$ cat src/rtl/bgm_pkg.sv
// Shared types and default timing constants for the background-music sample pump.
package bgm_pkg;

    localparam int SAMPLE_W  = 16;
    localparam int INTERVAL1 = 6250;
    localparam int INTERVAL2 = 5000;
    localparam int INTERVAL3 = 4000;

    typedef enum logic {
        F_IDLE,
        F_WAIT
    } fetch_state_t;

endpackage

$ cat src/rtl/sync_fifo.sv
// Small synchronous FIFO with show-ahead read data; clear flushes contents in one cycle.
// Pop is evaluated before push, so a push into a full FIFO is accepted when a pop happens alongside.
module sync_fifo #(
    parameter int WIDTH = 16,
    parameter int DEPTH = 4
) (
    input  logic                     clk,
    input  logic                     reset,
    input  logic                     clear,
    input  logic                     push,
    input  logic [WIDTH-1:0]         push_data,
    input  logic                     pop,
    output logic [WIDTH-1:0]         pop_data,
    output logic                     full,
    output logic                     empty,
    output logic [$clog2(DEPTH):0]   count
);

    localparam int PW = $clog2(DEPTH);
    localparam int CW = PW + 1;
    localparam logic [CW-1:0] FULL_CNT = CW'(DEPTH);

    logic [WIDTH-1:0] mem [DEPTH];
    logic [PW-1:0]    wr_ptr;
    logic [PW-1:0]    rd_ptr;
    logic             do_push;
    logic             do_pop;

    assign empty    = (count == '0);
    assign full     = (count == FULL_CNT);
    assign do_pop   = pop && !empty;
    assign do_push  = push && (!full || do_pop);
    assign pop_data = mem[rd_ptr];

    always_ff @(posedge clk) begin
        if (reset || clear) begin
            wr_ptr <= '0;
            rd_ptr <= '0;
            count  <= '0;
        end else begin
            if (do_push) wr_ptr <= wr_ptr + 1'b1;
            if (do_pop)  rd_ptr <= rd_ptr + 1'b1;
            case ({do_push, do_pop})
                2'b10:   count <= count + 1'b1;
                2'b01:   count <= count - 1'b1;
                default: count <= count;
            endcase
        end
    end

    always_ff @(posedge clk) begin
        if (do_push && !(reset || clear)) mem[wr_ptr] <= push_data;
    end

endmodule

$ cat src/rtl/bgm_streamer.sv
// Background-music pump: prefetches ROM samples into a FIFO and releases one per divider tick
// to the left/right sinks, each completing its own valid/ready handshake.
module bgm_streamer #(
    parameter int SAMPLE_W   = bgm_pkg::SAMPLE_W,
    parameter int DEPTH      = 47000,
    parameter int ADDR_W     = 17,
    parameter int FIFO_DEPTH = 4,
    parameter int DIV_W      = 13,
    parameter int INTERVAL1  = bgm_pkg::INTERVAL1,
    parameter int INTERVAL2  = bgm_pkg::INTERVAL2,
    parameter int INTERVAL3  = bgm_pkg::INTERVAL3
) (
    input  logic                clk,
    input  logic                reset,
    input  logic                run,
    input  logic                restart,
    input  logic [1:0]          speed,
    output logic [ADDR_W-1:0]   rom_addr,
    input  logic [SAMPLE_W-1:0] rom_data,
    input  logic                l_ready,
    input  logic                r_ready,
    output logic                l_valid,
    output logic                r_valid,
    output logic [SAMPLE_W-1:0] left,
    output logic [SAMPLE_W-1:0] right,
    output logic [7:0]          underrun_cnt,
    output logic [7:0]          overrun_cnt
);

    import bgm_pkg::*;

    localparam int CW = $clog2(FIFO_DEPTH) + 1;
    localparam logic [ADDR_W-1:0] LAST_ADDR = ADDR_W'(DEPTH - 1);

    fetch_state_t          state;
    logic [DIV_W-1:0]      div;
    logic [DIV_W-1:0]      limit;
    logic                  tick;
    logic                  pending;
    logic                  pop;
    logic                  push;
    logic                  fifo_full;
    logic                  fifo_empty;
    logic [CW-1:0]         fifo_count;
    logic [SAMPLE_W-1:0]   fifo_head;
    logic [SAMPLE_W-1:0]   sample;

    always_comb begin
        limit = DIV_W'(INTERVAL1 - 1);
        case (speed)
            2'd2:    limit = DIV_W'(INTERVAL2 - 1);
            2'd3:    limit = DIV_W'(INTERVAL3 - 1);
            default: limit = DIV_W'(INTERVAL1 - 1);
        endcase
    end

    // >= rather than == so a speed-up past the current count fires immediately
    assign tick    = run && (div >= limit);
    assign pending = l_valid || r_valid;
    assign pop     = tick && !restart && !fifo_empty && !pending;
    assign push    = (state == F_WAIT);
    assign left    = sample;
    assign right   = sample;

    always_ff @(posedge clk) begin
        if (reset || restart) begin
            div <= '0;
        end else if (run) begin
            div <= tick ? '0 : div + 1'b1;
        end
    end

    always_ff @(posedge clk) begin
        if (reset || restart) begin
            state    <= F_IDLE;
            rom_addr <= '0;
        end else begin
            case (state)
                F_IDLE: if (!fifo_full) state <= F_WAIT;
                F_WAIT: begin
                    state    <= F_IDLE;
                    rom_addr <= (rom_addr == LAST_ADDR) ? '0 : rom_addr + 1'b1;
                end
                default: state <= F_IDLE;
            endcase
        end
    end

    sync_fifo #(
        .WIDTH (SAMPLE_W),
        .DEPTH (FIFO_DEPTH)
    ) u_fifo (
        .clk       (clk),
        .reset     (reset),
        .clear     (restart),
        .push      (push),
        .push_data (rom_data),
        .pop       (pop),
        .pop_data  (fifo_head),
        .full      (fifo_full),
        .empty     (fifo_empty),
        .count     (fifo_count)
    );

    always_ff @(posedge clk) begin
        if (reset) begin
            l_valid <= 1'b0;
            r_valid <= 1'b0;
            sample  <= '0;
        end else if (restart) begin
            l_valid <= 1'b0;
            r_valid <= 1'b0;
        end else if (pop) begin
            sample  <= fifo_head;
            l_valid <= 1'b1;
            r_valid <= 1'b1;
        end else begin
            if (l_valid && l_ready) l_valid <= 1'b0;
            if (r_valid && r_ready) r_valid <= 1'b0;
        end
    end

    // Counters survive restart; only reset clears them
    always_ff @(posedge clk) begin
        if (reset) begin
            underrun_cnt <= '0;
            overrun_cnt  <= '0;
        end else if (tick && !restart) begin
            if (fifo_empty && underrun_cnt != 8'hFF) underrun_cnt <= underrun_cnt + 1'b1;
            if (pending && overrun_cnt != 8'hFF)     overrun_cnt  <= overrun_cnt + 1'b1;
        end
    end

    always_ff @(posedge clk) begin
        if (!reset) assert (fifo_full == (fifo_count == CW'(FIFO_DEPTH)));
    end

endmodule

$ cat config.mk
export PLATFORM = sky130hd
export DESIGN_NAME = bgm_streamer
export DESIGN_NICKNAME = d
export VERILOG_FILES = /design/src/rtl/bgm_pkg.sv /design/src/rtl/sync_fifo.sv /design/src/rtl/bgm_streamer.sv
export SDC_FILE = /design/constraint.sdc
export NUM_CORES = 1
export LEC_CHECK = 0
export BUFFER_PORTS_ARGS = -buffer_cell sky130_fd_sc_hd__buf_2
export CORE_ASPECT_RATIO = 0.9
export CORE_MARGIN = 2
export CORE_UTILIZATION = 50
export DETAILED_ROUTE_END_ITERATION = 7
export PLACE_DENSITY_LB_ADDON = 0.12
export SLEW_MARGIN = 20
export SYNTH_ARGS = -nofsm -noshare
export SYNTH_HDL_FRONTEND = slang
export SYNTH_HIERARCHICAL = 1
export SYNTH_SLANG_ARGS = --single-unit
export TNS_END_PERCENT = 100
$ cat constraint.sdc
create_clock -name clk -period 6.8 [get_ports clk]
set_clock_uncertainty 0.05 [all_clocks]
set_input_delay 2.04 -clock clk [delete_from_list [all_inputs] [get_ports clk]]
set_output_delay 2.04 -clock clk [all_outputs]
set_load 0.1 [all_outputs]
==> impl_metrics.toml, run 1 <==
[floorplan]
dieArea_mm2 = 0.0135
die_w_um = 122
io_pins = 91
fp.dieH_um = 111
initial_core_util_pct = 51.8
rows = 38
core_area_mm2 = 0.0122

[timing]
slew_headroom_pct = 35.8
clock.fmax_mhz = 200
period_share_pct = 73.4
finalHoldViolations = 0
report.final.slew_viol_count = 0
final.min_clock_period_ps = 4990
worst_pin_slew_ps = 959
rsz0062_at_grt = "false"
finalSetupTns_ps = 0
setup_viol = 0

[clock_tree]
clock_sinks = 138
cts_setup_buffers = 0
hold_buffers = 0
clk_pin_slew_ps = 60
ctsLongestPathBuffers = 2
cts_max_level = 4
clock_latency_ps = 420
tritoncts = "built"
cts-root-buf = "clkbuf_16"
post_cts_resized = 0
cts_buffers = 17

[synth]
netlist_instances = 528
synthTopCellsByArea = "edfxtp_1 30%, dfxtp_1 23%, mux4_1 5.0%"
synth_area_per_cell_um2 = 12.0
ys_ff_latch = 138
synth.distinct_cells = 64
syn_area_mm2 = 0.00631
synth_area_leader_cell = "edfxtp_1"
ys_async_sr_fraction_pct = 0
synth_ff_type = "dfxtp_1"
yosys.area.top_type_share_pct = 30.5
synth_edf_count = 64
synth_warnings = 6
synth_fp_nets = 569
ys_seq_area_share_pct = 53.9

[worst_hold_path]
hold_path.class = "reg -> reg"
hold_depth = 2

[layout]
fill_cells = 1014
antenna_cells = 0
layout.nets = 636
area_growth_syn_to_layout_pct = 15.7
final_area_mm2 = 0.00730
drive_gt1_share_pct = 24.0

[drt]
vias = 4166
wire_per_inst_um = 16.0
routed_via_density = 5.42
drtIter0Drc = 258
wirelength_um = 12300
route.detailed.drc = 0
antenna_left = 0
firstDrtPassIters = 4

[power_and_ir_drop]
powerDensity_mw_per_mm2 = 265
vdd_ir_drop_max_v = 0.000285
leakagePower_nw = 2.81

[critical_path]
path_class = "in -> reg"
cp_max_fo = 9
crit_path_start_kind = "input port"
critPathCaptureType = "flop"
ff2ff_path_depth = 11
worstPathArrival_ps = 5270
worstPathRequired_ps = 7080

[grt]
grt_max_degree = 38
grt_antenna_before_repair = 0
grt_pass1_wl_um = 19900
grtUsageTotal_pct = 19.2
grt_pass1_vias = 3912
grt_overflow = 0

[placed_design]
dp_hpwl_um = 8240
port_buffers = 90
dpl_cell_area_mm2 = 0.00664
gp_congestion = 0.806

[run]
maxCapViolCount = 0

[outcome]
outcome = "finished, final reports clean"
[logic make-up after synthesis]
| kind of cell | after synthesis | synth area share [%] |
|---|---|---|
| adders and majority gates | 17 | 3.49 |
| buffers and inverters | 61 | 6.40 |
| and+or+nand+nor | 183 | 14.9 |
| AOI/OAI and AO/OA | 62 | 7.28 |
| DFF | 138 | 53.9 |
| muxes | 36 | 9.66 |
| xor gates and xnor gates | 31 | 4.30 |
[sequential cells by signal, summed over array words and instances, names as in the netlist, named ones only]
signal and count:
push 1, overrun_cnt 8, l_valid 1, u_fifo/mem 64, r_valid 1, left 16
u_fifo/rd_ptr 2, underrun_cnt 8, rom_addr 17, u_fifo/wr_ptr 2, div 13, u_fifo/count 3
[final timing paths]
kind / from / end / slack (ps)
worst min-delay path: underrun_cnt[5]$_SDFFE_PP0P_ / underrun_cnt[5]$_SDFFE_PP0P_ / 450
worst max-delay path: speed[1] / u_fifo/count[1]$_SDFFE_PP0P_ / 1810
worst min register to register: underrun_cnt[5]$_SDFFE_PP0P_ / underrun_cnt[5]$_SDFFE_PP0P_ / 450
worst max register to register: div[1]$_SDFFE_PP0P_ / u_fifo/count[1]$_SDFFE_PP0P_ / 3420
[power by group]
group	switching (mW)	leakage [nW]	total [mW]	internal, mW
Clock	0.352	0.316	1.02	0.664
Sequential	0.00382	1.17	0.875	0.871
Combinational	0.0278	1.32	0.0407	0.0129
Total	0.384	2.81	1.93	1.55
[metrics by stage]
stage	util (%)	setup slack (ps)	hold WS [ps]	instances	power, mW
after floorplan	-	1260	435	528	0.918
after global placement	54.6	1490	426	736	0.932
after detailed placement	54.6	1380	442	736	0.934
after CTS	60.0	1820	452	768	1.95
after global routing	60.0	1610	481	768	2.00
final	60.0	1810	448	768	1.93
[metal layers]
metal	GRT usage [%]	up-vias	share of wire, %
met5	0	-	0
met4	7.05	0	1.1
met3	6.71	14	5.3
met2	28.4	116	46
met1	26.1	1986	47
li1	-	2050	-
[placed cells by master, fill, tap and decap left out, types with 8 or more instances in the layout]
master     netlist  final
a21oi_1         19     19
and3_1           8      8
buf_2            4     90
clkbuf_16        0     17
dfxtp_1         74     74
edfxtp_1        64     64
ha_1            16     16
inv_1           16     16
mux2i_1         17     17
mux4_1          12     12
nand2_1         22     22
nand3_1         23     23
nand4_1         11     11
nor2_1          66     66
nor3_1          10     10
xnor2_1          8      8
xor2_1          23     23
[critical path, cell delays in order]
cell,delay [ps]
buf_2,150
inv_1,140
nor2_1,90
ha_1,290
nand2_2,50
a311o_1,350
a221oi_4,380
o2111a_2,400
o31ai_1,140
nand2b_1,180
fa_1,450
o21ba_2,240
o211ai_1,80
a221oi_1,280
[cell usage after synthesis, drive strengths merged (3+ instances only)]
master and number:
and3 8, ha 16, o31ai 6, buf 32, nor2 66, edfxtp 64, clkbuf 12, xnor2 8
dfxtp 74, nand4 11, mux4 16, mux2i 17, and2 6, nand2b 4, a21oi 19, or3 6
xor2 23, nand2 23, o21ai 11, nor3 11, inv 16, or4 6, and4 4, or2 5
nor2b 4, o211ai 6, nand3 23, mux2 3
[final cells by class]
class	count	area [µm²]	share of cell area, %
Tap cell	160	200	2.74
Timing Repair Buffer	93	473	6.48
Clock inverter	13	216	2.97
Multi-Input combinational cell	329	2500	34.3
Clock buffer	19	443	6.07
Inverter	16	60.1	0.823
Sequential cell	138	3400	46.6
(Power assumes the default switching activity.)
==> run 2, diff against run 1 <==
==> constraint.sdc (replaced) <==
create_clock -name clk -period 4.7 [get_ports clk]
set_clock_uncertainty 0.05 [all_clocks]
set_input_delay 1.41 -clock clk [delete_from_list [all_inputs] [get_ports clk]]
set_output_delay 1.41 -clock clk [all_outputs]
set_load 0.1 [all_outputs]
==> impl_metrics.toml, run 2 (synthesis gave the netlist of run 1 again) <==
[run]
maxCapViolCount = 0

[power_and_ir_drop]
seqPwrFrac_pct = 46.4
powerDensity_mw_per_mm2 = 371
clockPowerShare_pct = 51.3
power.internal_mw = 2.17
power.switching_uw = 555
sw_frac_of_total_pct = 20.3
leakagePower_nw = 2.85
vdd_ir_drop_max_v = 0.000315
p_comb_share_pct = 2.3

[timing]
finalSetupTns_ps = 0
setup_viol = 0
slew_headroom_pct = 33.0
clock.fmax_mhz = 241
report.final.slew_viol_count = 0
worst_pin_slew_ps = 1000
period_share_pct = 88.2
final.min_clock_period_ps = 4140
finalHoldViolations = 0
timing.final.ws_setup_ps = 555
rsz0062_at_grt = "false"

[clock_tree]
cts_buffers = 17
clk_pin_slew_ps = 60
post_cts_resized = 0
tritoncts = "built"
hold_buffers = 0
clock_sinks = 138
ctsLongestPathBuffers = 2
cts_setup_buffers = 0
cts_max_level = 4
clock_latency_ps = 410
cts-root-buf = "clkbuf_16"

[layout]
largest_reg_flops = 64
drive_gt1_share_pct = 25.5
final_area_mm2 = 0.00736
layout.nets = 645
utilization_pct = 60.5
final_cells = 776
fill_cells = 1022
final_common_cell = "buf_2"
antenna_cells = 0
mostFrequentLayoutCells = "90 x buf_2, 74 x dfxtp_1, 66 x nor2_1"
area_growth_syn_to_layout_pct = 16.6
regMostFlops = "u_fifo/mem"

[critical_path]
reg2reg_from = "div[1]$_SDFFE_PP0P_"
path_class = "in -> reg"
crit_path_start_kind = "input port"
worstPathArrival_ps = 4410
crit_start = "speed[1]"
worstPathRequired_ps = 4960
cp_max_fo = 9
critPathCaptureType = "flop"

[grt]
grt_pass1_vias = 4119
grt_max_degree = 37
grtUsageTotal_pct = 19.7
grt_overflow = 0
grt_antenna_before_repair = 0
grt_pass1_wl_um = 20500

[drt]
routed_via_density = 5.35
firstDrtPassIters = 4
wire_per_inst_um = 16.1
route.detailed.drc = 0
vias = 4152
drtIter0Drc = 207
antenna_left = 0
wirelength_um = 12500

[outcome]
outcome = "finished, final reports clean"

[floorplan]
core_area_mm2 = 0.0122
die_w_um = 122
fp.dieH_um = 111
rows = 38
initial_core_util_pct = 51.8
io_pins = 91
dieArea_mm2 = 0.0135

[placed_design]
dp_hpwl_um = 8310
pre_cts_ws_ps = 171
gp_congestion = 0.805
dpl_cell_area_mm2 = 0.00674
port_buffers = 90
placedCellCount = 745

[worst_hold_path]
min_from = "underrun_cnt[5]$_SDFFE_PP0P_"
hold_path.class = "reg -> reg"
==> run 2: changes by cell type in the layout (fill, tap and decap cells not counted), sizes merged <==
cell / previous run / this run
buf: 93 / 102
clkbuf: 19 / 18
bufinv: 5 / 4
inv: 18 / 19
==> run 2: critical path: stages <==
cell,delay [ps]
buf_2,160
inv_1,120
nor2_1,170
ha_1,270
a21o_1,180
a221o_1,370
and2_2,240
o2111a_2,200
o31ai_2,90
nand2b_4,190
fa_1,430
o21ba_2,240
o211ai_1,80
a221oi_1,260
==> run 2: layout make-up <==
cell class	instances	area (µm²)	share of cell area [%]
Clock buffer	18	429	5.83
Clock inverter	13	193	2.62
Inverter	16	60.1	0.816
Multi-Input combinational cell	329	2520	34.2
Sequential cell	138	3400	46.3
Tap cell	160	200	2.72
Timing Repair Buffer	102	553	7.52
==> run 2: power groups by stage <==
stage                     registers (mW)  logic [mW]  clock network [mW]
after floorplan                     1.29      0.0374                   0
after global placement              1.29      0.0600                   0
after detailed placement            1.29      0.0625                   0
after CTS                           1.27      0.0629                1.43
after global routing                1.27      0.0702                1.49
final                               1.27      0.0625                1.40
==> run 2: through the flow <==
stage | power, mW | hold slack (ps)
5_1_grt | 2.83 | 488
3_5_place_dp | 1.35 | 439
3_3_place_gp | 1.35 | 430
2_1_floorplan | 1.33 | 435
6_report | 2.73 | 443
4_1_cts | 2.76 | 447
==> run 2: path summary, 6_finish.rpt <==
check / cells past startpoint / slack (ps) / to
hold reg to reg: 2 / 440 / underrun_cnt[5]$_SDFFE_PP0P_
hold / removal: 2 / 440 / underrun_cnt[5]$_SDFFE_PP0P_
setup / recovery: 14 / 560 / u_fifo/count[1]$_SDFFE_PP0P_
setup reg to reg: 11 / 1610 / u_fifo/count[1]$_SDFFE_PP0P_
==> run 2: layer usage <==
metal  routed length, µm  up-vias  GRT usage, %
met4                 119        0          6.67
li1                    -     2061             -
met3                 492       12          4.96
met5                   0        -             0
met1                5870     1994          26.5
met2                6040       85          31.0
